<file path="config.mk">
export PLATFORM = sky130hd
export DESIGN_NAME = decoder
export DESIGN_NICKNAME = d
export VERILOG_FILES = /design/src/rtl/decoder_pkg.sv /design/src/rtl/decoder_core.sv /design/src/rtl/decoder.sv
export SDC_FILE = /design/constraint.sdc
export NUM_CORES = 1
export LEC_CHECK = 0
export CORE_AREA = 2 2 40 42
export DETAILED_ROUTE_END_ITERATION = 7
export DIE_AREA = 0 0 42 44
export PLACE_DENSITY = 0.75
export SLEW_MARGIN = 40
export SYNTH_ARGS = -nofsm -noshare
export SYNTH_HDL_FRONTEND = slang
export SYNTH_HIERARCHICAL = 1
export SYNTH_SLANG_ARGS = --single-unit
</file>
<file path="constraint.sdc">
create_clock -name clk -period 1 [get_ports clk]
set_input_delay 0.25 -clock clk [delete_from_list [all_inputs] [get_ports clk]]
set_output_delay 0.25 -clock clk [all_outputs]
set_load 0.01 [all_outputs]
</file>
<file path="src/rtl/decoder_pkg.sv">
// Shared constants for the registered one-hot decoder.
package decoder_pkg;

  localparam int IP_WIDTH_DEFAULT = 4;

  // Width of the one-hot word produced from a w-bit index.
  function automatic int op_width(input int w);
    return 1 << w;
  endfunction

endpackage

</file>
<file path="src/rtl/decoder_core.sv">
// Combinational one-hot generator: next_y[k] = en & (i == k).
module decoder_core
  import decoder_pkg::*;
#(
  parameter  int IP_WIDTH = IP_WIDTH_DEFAULT,
  localparam int OP_WIDTH = op_width(IP_WIDTH)
) (
  input  logic                en,
  input  logic [IP_WIDTH-1:0] i,
  output logic [OP_WIDTH-1:0] next_y
);

  always_comb begin
    // NOTE: default the whole word first so no path through this block leaves a bit unassigned (no latch).
    next_y = '0;
    if (en) next_y[i] = 1'b1;
  end

endmodule

</file>
<file path="src/rtl/decoder.sv">
// Registered binary-to-one-hot decoder with enable; y and y_vld are one cycle behind en/i.
module decoder
  import decoder_pkg::*;
#(
  parameter  int IP_WIDTH = IP_WIDTH_DEFAULT,
  localparam int OP_WIDTH = op_width(IP_WIDTH)
) (
  input  logic                clk,
  input  logic                rst,
  input  logic                en,
  input  logic [IP_WIDTH-1:0] i,
  output logic [OP_WIDTH-1:0] y,
  output logic                y_vld
);

  logic [OP_WIDTH-1:0] next_y;

  decoder_core #(
    .IP_WIDTH(IP_WIDTH)
  ) u_core (
    .en    (en),
    .i     (i),
    .next_y(next_y)
  );

  // NOTE: registers take non-blocking assignments so every flop samples pre-edge values.
  always_ff @(posedge clk or posedge rst) begin
    if (rst) begin
      y     <= '0;
      y_vld <= 1'b0;
    end else begin
      y     <= next_y;
      y_vld <= en;
    end
  end

  // Output is either idle (all zero, not valid) or a single valid select line.
  a_one_hot : assert property (
    @(posedge clk) disable iff (rst)
      $onehot0(y) && (y_vld == (y != '0))
  );

endmodule

</file>
==> flow_metrics.tcl, run 1 <==
set metrics [dict create \
    pwr-share-clk_pct 29.0 \
    min-delay-path-class "in -> async" \
    syn_area_per_cell_sq_um 13.34 \
    most_frequent_cell_after_synthesis "sky130_fd_sc_hd__dfrtp_1" \
    grt_pass1_wl_microns 1821 \
    die_height_microns 44 \
    num_antenna_cells 0 \
    top_delay_family_on_crit_path "flip-flops" \
    setup_slack_ns -0.03321 \
    mappedNetlistNets 48 \
    grt_overflow 0 \
    switching_share_pct 21.13 \
    timing_hold_violations_final 0 \
    fillers 138 \
    highest-signal-layer "met4" \
    maxSlewViolCount 0 \
    met2WireLength_microns 558 \
    cts-buffers-inserted 3 \
    max_slew.worst_pin.slew_ns 0.1986 \
    first_pass_iters 3 \
    remaining_antenna_violation_count 0 \
    yosysWarnings 6 \
    power.density_cell_area_mw_per_mm2 1417 \
    placeable_core_region_sq_mm 0.001419 \
    groute.usage.overall_pct 13.63 \
    yosys_top_cell_area_share_pct 77.80 \
    post_synth_main_area_contributors "sky130_fd_sc_hd__dfrtp_1 78%, sky130_fd_sc_hd__nor2_1 8.2%, sky130_fd_sc_hd__nor3_1 2.7%" \
    violations "setup timing" \
    setup_total_neg_slack_ns -0.3364 \
    netlist-cell-type-count 10 \
    list_of_cells_traversed_by_the_critical_path "buf_6" \
    post_cts.repair.setup_buffers 0 \
    synthToLayoutAreaGrowth_pct 49.43 \
    max-clock-path-buffers 2 \
    comb_power_share_pct 10.4 \
    drv_cap 0 \
    synth_seq_area_share_pct 77.80 \
    clock_period_minus_worst_slack_ns 1.033 \
    asyncSetResetFlopFracSynth_pct 100.0 \
    place_worst_setup_slack_ns -0.3263 \
    power.share.sequential_pct 60.6 \
    ys_dominant_reg_cell "sky130_fd_sc_hd__dfrtp_1" \
    worst_path_max_delay_cell "sky130_fd_sc_hd__dfrtp_1" \
    place_hpwl_microns 856.4 \
    worst_setup_path_end_kind "output pin" \
    critPathArrivalTime_ns 0.78 \
    effective_utilization_at_floorplan_pct 38.54 \
    run_status "complete, but fails checks" \
    tritoncts "done" \
    peakVddDrop_mv 0.7512 \
    vias 418 \
    unrepaired_setup_endpoints_after_global_routing "yes" \
    critPathBufInv 1 \
    static_power_due_to_leakage_nw 0.4470 \
    start_kind "flip-flop" \
    setup-violations-final 17 \
    grt_start_max_net_pins 18 \
    route.detailed.vias_per_inst 4.593 \
    postSynthRegisterBits 17 \
    clock_tree.root_cell "sky130_fd_sc_hd__clkbuf_4" \
    cp_slowest_stage_delay_ns 0.39 \
    fp.dieArea_sq_mm 0.001848 \
    synthDominantAreaCellType "sky130_fd_sc_hd__dfrtp_1" \
    drt-wirelength-per-cell_microns 11.74 \
    critPathMaxFanout 1 \
    max_frequency_ghz 0.9679 \
    synthesis.area_sq_um 546.8 \
    route.met3.wl_microns 66 \
    worst_setup_hold_path_clk_slew_ns 0.09 \
    numClockSinks 17 \
    slew_headroom_pct 86.72 \
    drt_iter0_drc 4 \
    timing_worst_setup_path_type "reg -> out" \
    internal-power_mw 0.9134 \
    synth-edff-count 0 \
    required_ns 0.75 \
    switching_power_mw 0.2448 \
    drcViolationCount 0 \
    syn_inst 41 \
    antenna_found_initial 0 \
    die_w_microns 42 \
    final_cycle_utilization_of_the_critical_path_pct 103.3 \
    route.final.wire_length_microns 1068 \
    boundaryPins 24 \
    routedLengthMet1_microns 423 \
    fin_nets 83 \
    placementRows 14 \
    worst_setup_path_startpoint "y[12]" \
    post_synth_most_frequent_cells "17 x sky130_fd_sc_hd__dfrtp_1, 12 x sky130_fd_sc_hd__nor2_1, 3 x sky130_fd_sc_hd__nor3_1, 2 x sky130_fd_sc_hd__nand2b_1, 2 x sky130_fd_sc_hd__nand3b_1" \
    place.port_buffers 23 \
    drive_gt1_share_pct 41.33 \
    cts_hold_buffers 0 \
    place.gp.congestion 0.7685 \
    htree_levels 1 \
    via_count_of_the_first_global_routing_pass 407 \
]
[final cells by class]
| cell class | instances | area (sq um) | area share [%] |
|---|---|---|---|
| timing repair buffer | 30 | 219.0 | 26.80 |
| clock buffer | 4 | 26.28 | 3.216 |
| inverter | 1 | 3.754 | 0.4594 |
| sequential | 17 | 425.4 | 52.07 |
| multi-input combinational | 23 | 122.6 | 15.01 |
| tap | 16 | 20.02 | 2.450 |
[cells in the final DEF (no fill, tap or decap), drive strengths merged]
master	instances
buf	24
dfrtp	17
nor2	12
clkbuf	4
nor3	4
dlygate4sd2	3
clkdlybuf4s50	3
nand3b	2
nand2b	2
inv	1
nand3	1
nand2	1
or3b	1
[stage by stage]
stage | std cells | utilization, % | total power, mW | area, sq um | hold slack (ns)
after floorplan | 41 | - | 0.7558 | 546.8 | 0.1761
after global placement | 87 | 60.76 | 0.8474 | 862.1 | 0.5754
after detailed placement | 87 | 60.76 | 0.8519 | 862.1 | 0.5793
after CTS | 91 | 56.53 | 1.172 | 802.0 | 0.2798
after global routing | 91 | 57.58 | 1.216 | 817.0 | 0.2832
final | 91 | 57.58 | 1.158 | 817.0 | 0.2818
[power groups by stage]
stage	sequential, mW	combinational (mW)	clock, mW
2_1_floorplan	0.723	0.0330	0
3_3_place_gp	0.716	0.132	0
3_5_place_dp	0.716	0.136	0
4_1_cts	0.702	0.121	0.349
5_1_grt	0.703	0.134	0.379
6_report	0.702	0.121	0.336
[path summary, 6_finish.rpt]
path                       slack, ns  cells after the start     to
min in group clk                0.34                      2  y_vld
max in group asynchronous       0.60                      3   y[4]
worst min-delay path            0.28                      3  y[13]
worst max-delay path           -0.03                      1  y[12]
[registers in the layout, indices dropped and copies added, names as in the netlist]
signal	flops
y_vld	1
y	16
[cells by family after synthesis]
kind of cell	count (synthesis)	share of synthesized area (%)
simple gates	23	21.51
flops	17	77.80
buf+inv	1	0.6858
[repair_timing]
item                       in CTS  in global routing
resized for setup              72                  3
gates cloned                    0                  0
pin swaps                       2                  0
setup endpoints to repair      22                 19
[routing by layer]
metal / global-route usage, % / vias to the layer above
li1: - / 203
met1: 15.62 / 197
met2: 23.44 / 16
met3: 2.083 / 2
met4: 9.677 / 0
met5: 0 / -
Power figures use the tool's default switching activity.
==> run 2, diff against run 1 <==
--- a/config.mk
+++ b/config.mk
@@ -5,11 +5,11 @@
 export SDC_FILE = /design/constraint.sdc
 export NUM_CORES = 1
 export LEC_CHECK = 0
+export CAP_MARGIN = 0
 export CORE_AREA = 2 2 40 42
 export DETAILED_ROUTE_END_ITERATION = 7
 export DIE_AREA = 0 0 42 44
 export PLACE_DENSITY = 0.75
-export SLEW_MARGIN = 40
 export SYNTH_ARGS = -nofsm -noshare
 export SYNTH_HDL_FRONTEND = slang
 export SYNTH_HIERARCHICAL = 1
==> results of run 2 <==
No change in the layout: final DEF, timing and power equal those of run 1.
==> run 3, diff against run 2 <==
==> constraint.sdc (replaced) <==
create_clock -name clk -period 1.3 [get_ports clk]
set_input_delay 0.325 -clock clk [delete_from_list [all_inputs] [get_ports clk]]
set_output_delay 0.325 -clock clk [all_outputs]
set_load 0.01 [all_outputs]
==> run 3 against run 2 <==
  * The flow now finishes without violations
  * Global-route usage fell by 1.9 points
  * Non-clock buffer count fell by 1
  * Cell area rose by 3.7%
  * Worst setup slack improved by 0.086 ns
  * Die area did not move
  * Sequential power fell by 23%
  * Utilization rose by 2.1 points
  * Routed wire length fell by 12%
  * Power fell by 23%
  * Largest power group unchanged
  * Highest routed layer unchanged
==> flow_metrics.tcl, run 3 (same netlist as run 1, synthesis figures left out) <==
set metrics [dict create \
    run_status "finished clean" \
    synthToLayoutAreaGrowth_pct 54.92 \
    max_frequency_ghz 0.8019 \
    remaining_antenna_violation_count 0 \
    power.density_cell_area_mw_per_mm2 1048 \
    unrepaired_setup_endpoints_after_global_routing "no" \
    fp.dieArea_sq_mm 0.001848 \
    num_antenna_cells 0 \
    via_count_of_the_first_global_routing_pass 378 \
    path_depth 1 \
    slew_headroom_pct 86.72 \
    clock_tree.root_cell "sky130_fd_sc_hd__clkbuf_4" \
    grt_pass1_wl_microns 1593 \
    worst_setup_hold_path_clk_slew_ns 0.09 \
    route.detailed.vias_per_inst 4.633 \
    grt_start_max_net_pins 18 \
    first_pass_iters 4 \
    min-delay-path-class "in -> async" \
    tritoncts "done" \
    ctsResizeCount 17 \
    worst_path_max_delay_cell "sky130_fd_sc_hd__dfrtp_1" \
    place_inst 86 \
    cp_slowest_stage_delay_ns 0.37 \
    required_ns 0.98 \
    fillers 117 \
    place_hpwl_microns 742.8 \
    reg.largest.list "y (16), y_vld (1)" \
    drt_iter0_drc 2 \
    worst_setup_path_end_kind "output pin" \
    flip_flop_count_of_the_largest_register_after_layout 16 \
    placementRows 14 \
    sum_of_internal_switching_and_leakage_power_mw 0.8874 \
    start_kind "flip-flop" \
    maxSlewViolCount 0 \
    clock_period_minus_worst_slack_ns 1.247 \
    effective_utilization_at_floorplan_pct 38.54 \
    route.final.wire_length_microns 942 \
    list_of_cells_traversed_by_the_critical_path "dlygate4sd2_1" \
    drive_gt1_share_pct 14.86 \
    fin_nets 82 \
    largest-register "y" \
    final_core_util_pct 59.70 \
    cts_hold_buffers 0 \
    critPathArrivalTime_ns 0.92 \
    cts-buffers-inserted 3 \
    peakVddDrop_mv 0.6530 \
    boundaryPins 24 \
    place.gp.congestion 0.7863 \
    die_height_microns 44 \
    antenna_found_initial 0 \
    max_slew.worst_pin.slew_ns 0.1992 \
    max-clock-path-buffers 2 \
    placeable_core_region_sq_mm 0.001419 \
    static_power_due_to_leakage_nw 0.4752 \
    timing_hold_violations_final 0 \
    post_cts.repair.setup_buffers 0 \
    die_w_microns 42 \
    mostFrequentLayoutCells "17 x sky130_fd_sc_hd__dlygate4sd2_1, 17 x sky130_fd_sc_hd__dfrtp_1, 12 x sky130_fd_sc_hd__nor2_1" \
    critPathBufInv 1 \
    timing_worst_setup_path_type "reg -> out" \
    vias 417 \
    finished_layout_cells 90 \
    drv_cap 0 \
    groute.usage.overall_pct 11.77 \
    grt_overflow 0 \
    critPathMaxFanout 1 \
    place.port_buffers 23 \
    htree_levels 1 \
    top_delay_family_on_crit_path "flip-flops" \
    drcViolationCount 0 \
    setup-violations-final 0 \
    final_cycle_utilization_of_the_critical_path_pct 95.93 \
    numClockSinks 17 \
    drt-wirelength-per-cell_microns 10.47 \
]
-- run 3: worst paths after layout --
| check | from | end | slack, ns |
|---|---|---|---|
| max in group asynchronous | rst | y[7] | 0.77 |
| max | y[3] | y[3] | 0.05 |
| min | rst | y[13] | 0.35 |
| min in group clk | en | y_vld | 0.64 |
-- run 3: per-layer routing --
| layer | track usage [%] | up-vias | wire (microns) |
|---|---|---|---|
| met5 | 0 | - | 0 |
| met4 | 7.742 | 0 | 14 |
| met3 | 2.083 | 4 | 61 |
| met2 | 22.19 | 22 | 503 |
| met1 | 11.85 | 192 | 363 |
| li1 | - | 199 | - |
-- run 3: layout make-up --
class | instances | area (sq um) | area share, %
inverter | 1 | 3.754 | 0.4431
sequential | 17 | 425.4 | 50.22
clock buffer | 4 | 26.28 | 3.102
timing repair buffer | 29 | 254.0 | 29.99
tap | 16 | 20.02 | 2.363
multi-input combinational | 23 | 117.6 | 13.88
-- run 3: through the flow --
stage	setup slack [ns]	setup TNS [ns]	area, sq um	hold slack (ns)
2_1_floorplan	0.4078	0	546.8	0.2511
6_report	0.05291	0	847.1	0.3488
3_5_place_dp	-0.07977	-0.4218	842.1	0.6560
5_1_grt	0.01315	0	847.1	0.3651
4_1_cts	0.03994	0	847.1	0.3571
3_3_place_gp	-0.06712	-0.2906	842.1	0.6460
-- run 3: where the power goes --
group / internal [mW] / total [mW] / switching, mW
Clock: 0.119 / 0.259 / 0.141
Combinational: 0.0446 / 0.0887 / 0.0441
Sequential: 0.537 / 0.539 / 0.00176
